**src/rtl/demux_pkg.sv**
```systemverilog
// Shared definitions for the registered 1-to-N demultiplexer:
// slot state encoding, statistics counter width and the select range check.
// Optional feature macro used by the demux files: DEMUX_STATS_EN.
package demux_pkg;

  // One-entry slot occupancy; FULL maps directly onto the channel's y_valid bit.
  typedef enum logic {
    SLOT_EMPTY = 1'b0,
    SLOT_FULL  = 1'b1
  } slot_state_t;

  // Width of every statistics counter (drain counters and drop counter).
  localparam int STAT_W = 16;

  // True when a destination index addresses an existing channel.
  function automatic logic sel_in_range(input logic [31:0] sel, input logic [31:0] n);
    logic ok;
    if (sel < n) begin
      ok = 1'b1;
    end else begin
      ok = 1'b0;
    end
    return ok;
  endfunction

endpackage

```
**src/rtl/demux_out_slot.sv**
```systemverilog
// One output channel of the demultiplexer: a single-entry holding slot with
// its occupancy bit, data register and load/drain sequencing.
// With DEMUX_STATS_EN defined it also keeps a saturating count of drains.
module demux_out_slot
  import demux_pkg::*;
#(
  parameter int WIDTH = 8
) (
  input  logic             clk,
  input  logic             rst_n,
  input  logic             load,
  input  logic [WIDTH-1:0] load_data,
  input  logic             drain_ready,
  output logic             slot_valid,
  output logic [WIDTH-1:0] slot_data
`ifdef DEMUX_STATS_EN
  ,
  output logic [STAT_W-1:0] drain_cnt
`endif
);

  slot_state_t      state_r;
  logic [WIDTH-1:0] data_r;
  logic             drain_s;

  assign slot_valid = (state_r == SLOT_FULL);
  assign slot_data  = data_r;
  // A ready consumer facing an empty slot is not a drain.
  assign drain_s    = slot_valid & drain_ready;

  // Slot occupancy and data: a load always wins (it also covers a same-edge drain).
  always_ff @(posedge clk or negedge rst_n) begin
    if (!rst_n) begin
      state_r <= SLOT_EMPTY;
      data_r  <= {WIDTH{1'b0}};
    end else if (load) begin
      state_r <= SLOT_FULL;
      data_r  <= load_data;
    end else if (drain_s) begin
      state_r <= SLOT_EMPTY;
      data_r  <= data_r;
    end else begin
      state_r <= state_r;
      data_r  <= data_r;
    end
  end

`ifdef DEMUX_STATS_EN
  logic [STAT_W-1:0] drain_cnt_r;

  assign drain_cnt = drain_cnt_r;

  // Saturating drain counter; it sticks at all-ones instead of wrapping.
  always_ff @(posedge clk or negedge rst_n) begin
    if (!rst_n) begin
      drain_cnt_r <= {STAT_W{1'b0}};
    end else if (drain_s && (drain_cnt_r != {STAT_W{1'b1}})) begin
      drain_cnt_r <= drain_cnt_r + 16'd1;
    end else begin
      drain_cnt_r <= drain_cnt_r;
    end
  end
`endif

endmodule

```
**src/rtl/demux_1xn_reg.sv**
```systemverilog
// Registered 1-to-N demultiplexer with valid/ready handshake.
// A word is steered to the channel named by i_sel and parked in that
// channel's one-entry slot until the consumer takes it; channels stall
// independently. Out-of-range selects are swallowed and flagged on sel_err.
// Optional feature macro: DEMUX_STATS_EN adds stat_cnt and drop_cnt.
module demux_1xn_reg
  import demux_pkg::*;
#(
  parameter  int WIDTH = 8,
  parameter  int N_OUT = 4,
  localparam int SEL_W = $clog2(N_OUT)
) (
  input  logic                   clk,
  input  logic                   rst_n,
  input  logic [WIDTH-1:0]       i_data,
  input  logic [SEL_W-1:0]       i_sel,
  input  logic                   i_valid,
  output logic                   i_ready,
  output logic [N_OUT*WIDTH-1:0] y_data,
  output logic [N_OUT-1:0]       y_valid,
  input  logic [N_OUT-1:0]       y_ready,
  output logic                   sel_err
`ifdef DEMUX_STATS_EN
  ,
  output logic [N_OUT*STAT_W-1:0] stat_cnt,
  output logic [STAT_W-1:0]       drop_cnt
`endif
);

  logic [31:0]      sel_idx_s;
  logic             in_range_s;
  logic [N_OUT-1:0] sel_hit_s;
  logic [N_OUT-1:0] slot_ready_s;
  logic [N_OUT-1:0] load_s;
  logic             drop_s;
  logic             sel_err_r;

  assign sel_idx_s  = 32'(i_sel);
  assign in_range_s = sel_in_range(sel_idx_s, 32'(N_OUT));

  // One-hot decode of the destination and per-channel "can take a word" flags.
  always_comb begin
    sel_hit_s    = {N_OUT{1'b0}};
    slot_ready_s = {N_OUT{1'b0}};
    for (int k = 0; k < N_OUT; k++) begin
      sel_hit_s[k]    = in_range_s & (sel_idx_s == 32'(k));
      slot_ready_s[k] = ~y_valid[k] | y_ready[k];
    end
  end

  // Input ready: the addressed slot's readiness, or always for a select that will be dropped.
  always_comb begin
    if (in_range_s) begin
      i_ready = |(sel_hit_s & slot_ready_s);
    end else begin
      i_ready = 1'b1;
    end
  end

  assign load_s = {N_OUT{i_valid & i_ready}} & sel_hit_s;
  assign drop_s = i_valid & ~in_range_s;
  assign sel_err = sel_err_r;

  // One-cycle error pulse for every word discarded because of a bad select.
  always_ff @(posedge clk or negedge rst_n) begin
    if (!rst_n) begin
      sel_err_r <= 1'b0;
    end else begin
      sel_err_r <= drop_s;
    end
  end

`ifdef DEMUX_STATS_EN
  logic [STAT_W-1:0] drop_cnt_r;

  assign drop_cnt = drop_cnt_r;

  // Saturating count of discarded words, advanced on the same edge that raises sel_err.
  always_ff @(posedge clk or negedge rst_n) begin
    if (!rst_n) begin
      drop_cnt_r <= {STAT_W{1'b0}};
    end else if (drop_s && (drop_cnt_r != {STAT_W{1'b1}})) begin
      drop_cnt_r <= drop_cnt_r + 16'd1;
    end else begin
      drop_cnt_r <= drop_cnt_r;
    end
  end
`endif

  for (genvar g = 0; g < N_OUT; g++) begin : g_slot
    demux_out_slot #(
      .WIDTH(WIDTH)
    ) u_slot (
      .clk        (clk),
      .rst_n      (rst_n),
      .load       (load_s[g]),
      .load_data  (i_data),
      .drain_ready(y_ready[g]),
      .slot_valid (y_valid[g]),
      .slot_data  (y_data[g*WIDTH +: WIDTH])
`ifdef DEMUX_STATS_EN
      ,
      .drain_cnt  (stat_cnt[g*STAT_W +: STAT_W])
`endif
    );
  end

endmodule

```
**config.mk**
```make
export PLATFORM = sky130hd
export DESIGN_NAME = demux_1xn_reg
export DESIGN_NICKNAME = d
export VERILOG_FILES = /design/src/rtl/demux_pkg.sv /design/src/rtl/demux_out_slot.sv /design/src/rtl/demux_1xn_reg.sv
export SDC_FILE = /design/constraint.sdc
export NUM_CORES = 1
export LEC_CHECK = 0
export BUFFER_PORTS_ARGS = -buffer_cell sky130_fd_sc_hd__buf_2
export CAP_MARGIN = 10
export CORE_MARGIN = 1
export CORE_UTILIZATION = 35
export DETAILED_ROUTE_END_ITERATION = 16
export SLEW_MARGIN = 20
export SYNTH_ARGS = -nofsm -noshare
export SYNTH_HDL_FRONTEND = slang
export SYNTH_SLANG_ARGS = --single-unit
```
**constraint.sdc**
```tcl
create_clock -name clk -period 1.6 [get_ports clk]
set_clock_uncertainty 0.1 [all_clocks]
set_input_delay 0.08 -clock clk [delete_from_list [all_inputs] [get_ports clk]]
set_output_delay 0.08 -clock clk [all_outputs]
set_load 0.02 [all_outputs]
```
==> results of run 1 <==
## logic make-up (layout without fill, tap and decap cells)
family	after synthesis	after routing	share of synthesized area, %
DFF	36	36	62.45
other	1	1	0.2599
muxes	33	33	26.54
and+or+nand+nor	15	15	6.765
AOI/OAI and AO/OA	1	1	0.3466
buffers and inverters	8	77	3.643
## metal layers
metal | vias up | part of all wire [%]
li1 | 454 | -
met4 | 0 | 0.47
met2 | 41 | 50
met3 | 2 | 6.1
met1 | 504 | 43
met5 | - | 0
## path summary, 6_finish.rpt
path / from / endpoint / slack, ns
worst min register to register: g_slot[0].u_slot.slot_data[1] / g_slot[0].u_slot.slot_data[1] / 0.40
min in group asynchronous: rst_n / g_slot[1].u_slot.slot_data[2] / 0.31
worst max register to register: g_slot[0].u_slot.slot_valid / g_slot[0].u_slot.slot_data[0] / 0.12
max in group asynchronous: rst_n / g_slot[2].u_slot.slot_data[5] / 0.59
worst max-delay path: g_slot[2].u_slot.slot_valid / i_ready / 0.05
worst min-delay path: y_ready[1] / g_slot[1].u_slot.slot_valid / 0.03
## flip-flops by register name, indices dropped and copies added (netlist names)
signal	flops
g_slot.u_slot.slot_data	32
g_slot.u_slot.slot_valid	4
## layout make-up
| cell class | instances | area [um^2] | share of cell area [%] |
|---|---|---|---|
| clock buffers | 7 | 96.34 | 4.892 |
| multi-input cells | 50 | 489.2 | 24.84 |
| flip-flops and latches | 36 | 900.9 | 45.74 |
| well taps | 48 | 60.06 | 3.050 |
| repair buffers | 70 | 422.9 | 21.47 |
## per-stage QoR
step	hold slack (ns)	instance area, um^2	instances
after detailed placement	0.1051	1730	189
after global routing	0.03002	1969	211
after global placement	0.09160	1730	189
after CTS	0.001292	1947	208
final	0.02826	1969	211
after floorplan	-0.3156	1443	94
## critical path, delay by kind of cell (launching register included)
family,cells,cell delay [ns]
mux,1,0.46
simple gates,1,0.10
buf+inv,1,0.17
flops,1,0.36
## layout by cell type, fill, tap and decap left out
master	instances
conb_1	1
mux4_2	1
dfrtp_1	36
mux2_2	32
and3_1	1
nor2b_1	2
dlygate4sd3_1	12
clkbuf_8	7
buf_2	53
nand2b_1	4
nand2_1	5
nor3b_4	1
o21ai_0	1
nand3_1	1
buf_4	5
nand3b_2	1
## power by group through the flow
stage                     registers, mW  logic [mW]  clock network [mW]
final                              1.18       0.714               0.666
after CTS                          1.18       0.718               0.695
after global placement             1.19       0.680                   0
after floorplan                    1.41       0.218                   0
after detailed placement           1.19       0.695                   0
after global routing               1.20       0.764               0.748
## timing repair
item,4_1_cts,5_1_grt
buffers inserted,0,3
resized for setup,0,0
hold buffers,12,0
endpoints found under the hold margin,69,0
endpoints found under the setup margin,0,9
==> run_results.csv, run 1 <==
group,metric,value,unit
routing,drtIter0Drc,40,
die,fp-row-count,22,
flow_run,maxCapViolCount,0,
placed_design,gp_congestion,0.7426,
synth,syn_avg_cell_area,15.35,um^2
die,die_y,66.20,um
clocking,cts_htree_levels,2,
worst_setup_path,cp-start-kind,"flop",
clocking,cts_root_buffer,"clkbuf_8",
timing,fin_crit_sh,96.82,%
grt,grt_use_met2,28.06,%
power_and_ir_drop,total_power,2.557,mW
clocking,clk_path_buf_depth,2,
worst_setup_path,cp_max_fo,3,
synth,ys_async_sr_fraction,100.0,%
routing,wire_per_inst,15.18,um
routing,via_per_inst,4.744,
placed_design,dp_hpwl,2145,um
die,core-area,3799,um^2
timing,grt_setup_unrepaired,"no",
power_and_ir_drop,p_clk_share,26.0,%
synth,ys_warn_count,0,
synth,ys_top_cells_by_count,"36 x dfrtp_1, 32 x mux2_2, 5 x buf_4, 5 x nand2_1, 4 x nand2b_1",
routing,via_count,1001,
power_and_ir_drop,combPwrFrac,27.9,%
worst_setup_path,crit_chain,"nand2b_1 > mux4_2 > buf_2",
grt,grt_max_degree,37,
timing,period_needed,1.549,ns
power_and_ir_drop,p_sw,0.7796,mW
die,die_w,66.20,um
routing,totalWireLength,3203,um
grt,busiest_layer,"met2",
worst_setup_path,crit_slowest_cell,"mux4_2",
synth,netlist.area_leader.share,62.45,%
finish,fin_util,51.84,%
timing,finalSetupTns,0,ns
timing,postLayoutSetupSlackWorst,0.05089,ns
timing,maxSlewViolCount,0,
timing,hold_viol_final,0,
synth,yosys.area.top_type,"dfrtp_1",
power_and_ir_drop,intPower,1.777,mW
finish,syn_to_final_growth,36.51,%
synth,ys.flop_type,"dfrtp_1",
placed_design,post-place-ws,0.04144,ns
grt,grt_antenna_before_repair,0,
worst_setup_path,r2r_cells,4,
placed_design,place.port_buffers,53,
finish,n_antenna_cell,0,
grt,grt_use_met3,5.517,%
timing,setup_viol,0,
synth,seq_area_frac_synth,62.45,%
worst_setup_path,cp_slowest_stage_delay,0.46,ns
outcome,status,"completed",
clocking,insertion_delay,0.28,ns
synth,syn_nets,111,
synth,yosysMostFrequentCell,"dfrtp_1",
routing,drc,0,
grt,track_usage,16.50,%
finish,nFillCells,347,
clocking,cts_tree,"built",
synth,syn-instance-count,94,
die,die-area,4382,um^2
worst_setup_path,worst_ep_arrival_time,1.37,ns
die,start_util,37.98,%
worst_setup_path,crit_type,"flop to primary output",
timing,max_freq,645.5,MHz
grt,grt_use_met1,19.01,%
power_and_ir_drop,p_leak,0.9493,nW
synth,synthDistinctLibCells,14,
synth,synthesis.area,1443,um^2
worst_setup_path,worstSetupEndpointType,"primary output",
grt,grt_pass1_vias,1050,
worst_hold_path,whs_path_depth,3,
routing,drtAntennaViolNets,0,
synth,netlist_top_cells_area,"dfrtp_1 62%, mux2_2 25%, buf_4 2.6%, nand2b_1 1.7%, mux4_2 1.6%",
power_and_ir_drop,p_seq_share,46.0,%
grt,grt_overflow,0,
power_and_ir_drop,peakVddDrop,0.7940,mV
power_and_ir_drop,p_sw_share,30.49,%
clocking,clkTransAtPathRegs,0.06,ns
die,pin_count,55,
worst_setup_path,cp.required,1.42,ns
timing,max_slew_margin,48.56,%
routing,firstDrtPassIters,4,
synth,synth-seq-cells,36,
finish,drive_gt1_share,61.35,%
finish,nets,180,
power_and_ir_drop,power_density,1298,nW/um^2
clocking,cts_buffers,5,
clocking,clkSinkCount,36,
synth,synth_edf_count,0,
worst_hold_path,hold_class,"primary input to flop",
timing,tightest_slew,0.7716,ns
grt,grt_pass1_wl,5106,um
No activity file was read; power rests on OpenSTA's default activity.
==> run 2, diff against run 1 <==
Settings changed: CORE_MARGIN 1 to 4, CORE_UTILIZATION 35 to 30.
==> run 2 against run 1 <==
Sequential share of layout area decreased by 0.60 points; critical path depth unchanged; via count decreased by 0.40%; wire length increased by 3.0%; clock-buffer cell count unchanged; register-to-register slack improved by 0.02 ns; die area increased by 37%; design area increased by 1.3%; flip-flop and latch count unchanged; critical path type unchanged; largest power group unchanged.
==> run_results.csv, run 2 (synthesis results as in run 1) <==
group,metric,value,unit
worst_setup_path,cp_max_fo,3,
timing,fin_crit_sh,97.90,%
routing,drtIter0Drc,20,
flow_run,maxCapViolCount,0,
worst_setup_path,critPathLaunch,"g_slot[2].u_slot.slot_valid",
clocking,cts_htree_levels,2,
clocking,cts_root_buffer,"clkbuf_8",
worst_setup_path,r2r_cells,4,
timing,setup_viol,0,
finish,syn_to_final_growth,38.33,%
worst_setup_path,r2r_setup_slack,0.14,ns
worst_setup_path,crit_type,"flop to primary output",
finish,largest_reg_flops,32,
placed_design,gp_congestion,0.8327,
finish,nets,181,
finish,mostFrequentLayoutCell,"buf_2",
finish,n_antenna_cell,0,
grt,grt_pass1_vias,1057,
timing,max_freq,638.4,MHz
grt,grt_antenna_before_repair,0,
power_and_ir_drop,p_leak,0.9657,nW
die,die_w,77.35,um
clocking,insertion_delay,0.28,ns
worst_setup_path,worst_ep_arrival_time,1.39,ns
clocking,clkSinkCount,36,
die,die-area,5982,um^2
routing,wire_per_inst,15.28,um
placed_design,place.port_buffers,53,
timing,grt_setup_unrepaired,"yes",
routing,drc,0,
outcome,status,"completed",
routing,via_per_inst,4.616,
die,fp-row-count,24,
clocking,clkTransAtPathRegs,0.06,ns
finish,layout_common_cells,"52 x buf_2, 36 x dfrtp_1, 32 x mux2_2, 12 x dlygate4sd3_1, 7 x clkbuf_8",
die,pin_count,55,
clocking,cts_buffers,5,
grt,grt_max_degree,37,
timing,maxSlewViolCount,0,
timing,hold_viol_final,0,
grt,grt_pass1_wl,5464,um
grt,track_usage,11.93,%
worst_setup_path,cp.required,1.42,ns
clocking,cts_tree,"built",
routing,firstDrtPassIters,4,
timing,finalSetupTns,0,ns
worst_setup_path,r2r-start,"g_slot[2].u_slot.slot_valid",
timing,hold_slack,0.005461,ns
die,start_util,32.03,%
routing,via_count,997,
worst_setup_path,rr_endpoint,"g_slot[2].u_slot.slot_data[4]",
worst_setup_path,worstSetupEndpointType,"primary output",
worst_setup_path,cp-start-kind,"flop",
timing,period_needed,1.566,ns
power_and_ir_drop,peakVddDrop,0.3387,mV
finish,fin_cells,216,
grt,grt_overflow,0,
worst_hold_path,hold_class,"primary input to flop",
die,die_y,77.35,um
routing,drtAntennaViolNets,0,
finish,drive_gt1_share,62.20,%
power_and_ir_drop,power_density,1289,nW/um^2
die,core-area,4504,um^2
clocking,clk_path_buf_depth,2,
routing,totalWireLength,3300,um
placed_design,dp.cells,197,
worst_hold_path,worstHoldStart,"y_ready[3]",
worst_setup_path,cp-endpoint,"i_ready",
placed_design,dp_hpwl,2406,um
run 2: per-stage QoR:
step                      area (um^2)  worst slack [ns]  total power [mW]  utilization (%)
final                            1996           0.03359             2.572            44.31
after global placement           1765            0.2142             1.882            39.19
after floorplan                  1443            0.2299             1.623                -
after global routing             1996          -0.01284             2.723            44.31
after detailed placement         1765            0.1570             1.906            39.19
after CTS                        1982          0.005175             2.608            44.00
run 2: worst min path at each step:
| stage | endpoint | cells past startpoint |
|---|---|---|
| after global placement | g_slot[3].u_slot.slot_data[0] | 2 |
| after global routing | g_slot[3].u_slot.slot_valid | 3 |
| after detailed placement | g_slot[0].u_slot.slot_data[0] | 2 |
| after CTS | g_slot[3].u_slot.slot_valid | 3 |
| after floorplan | g_slot[0].u_slot.slot_data[0] | 0 |
| final | g_slot[3].u_slot.slot_valid | 3 |
run 2: repair_timing:
item / CTS / global route
hold buffers: 12 / 0
gates resized for setup: 0 / 4
buffers inserted: 0 / 0
hold endpoints to repair: 70 / 0
endpoints found under the setup margin: 0 / 17
run 2: layer usage:
layer / GRT usage [%] / vias to the layer above / routed length, um
met5: 0 / - / 0
met4: 7.651 / 0 / 88
met3: 4.051 / 8 / 276
met2: 18.65 / 38 / 1592
met1: 14.06 / 492 / 1342
li1: - / 459 / -
run 2: worst max-delay path, cell delays in order, from the launching register on:
cell and delay [ns]:
dfrtp_1 0.36, nand2b_1 0.10, mux4_2 0.49, buf_6 0.15
run 2: area by class of cell:
cell class / instances / area, um^2
Clock buffer: 7 / 96.34
Fill cell: 412 / 2509
Multi-Input combinational cell: 50 / 496.7
Sequential cell: 36 / 900.9
Tap cell: 52 / 65.06
Timing Repair Buffer: 71 / 436.7
run 2: power by group:
| part | switching (mW) | internal (mW) |
|---|---|---|
| registers | 0.0840 | 1.09 |
| logic | 0.417 | 0.310 |
| clock network | 0.289 | 0.383 |
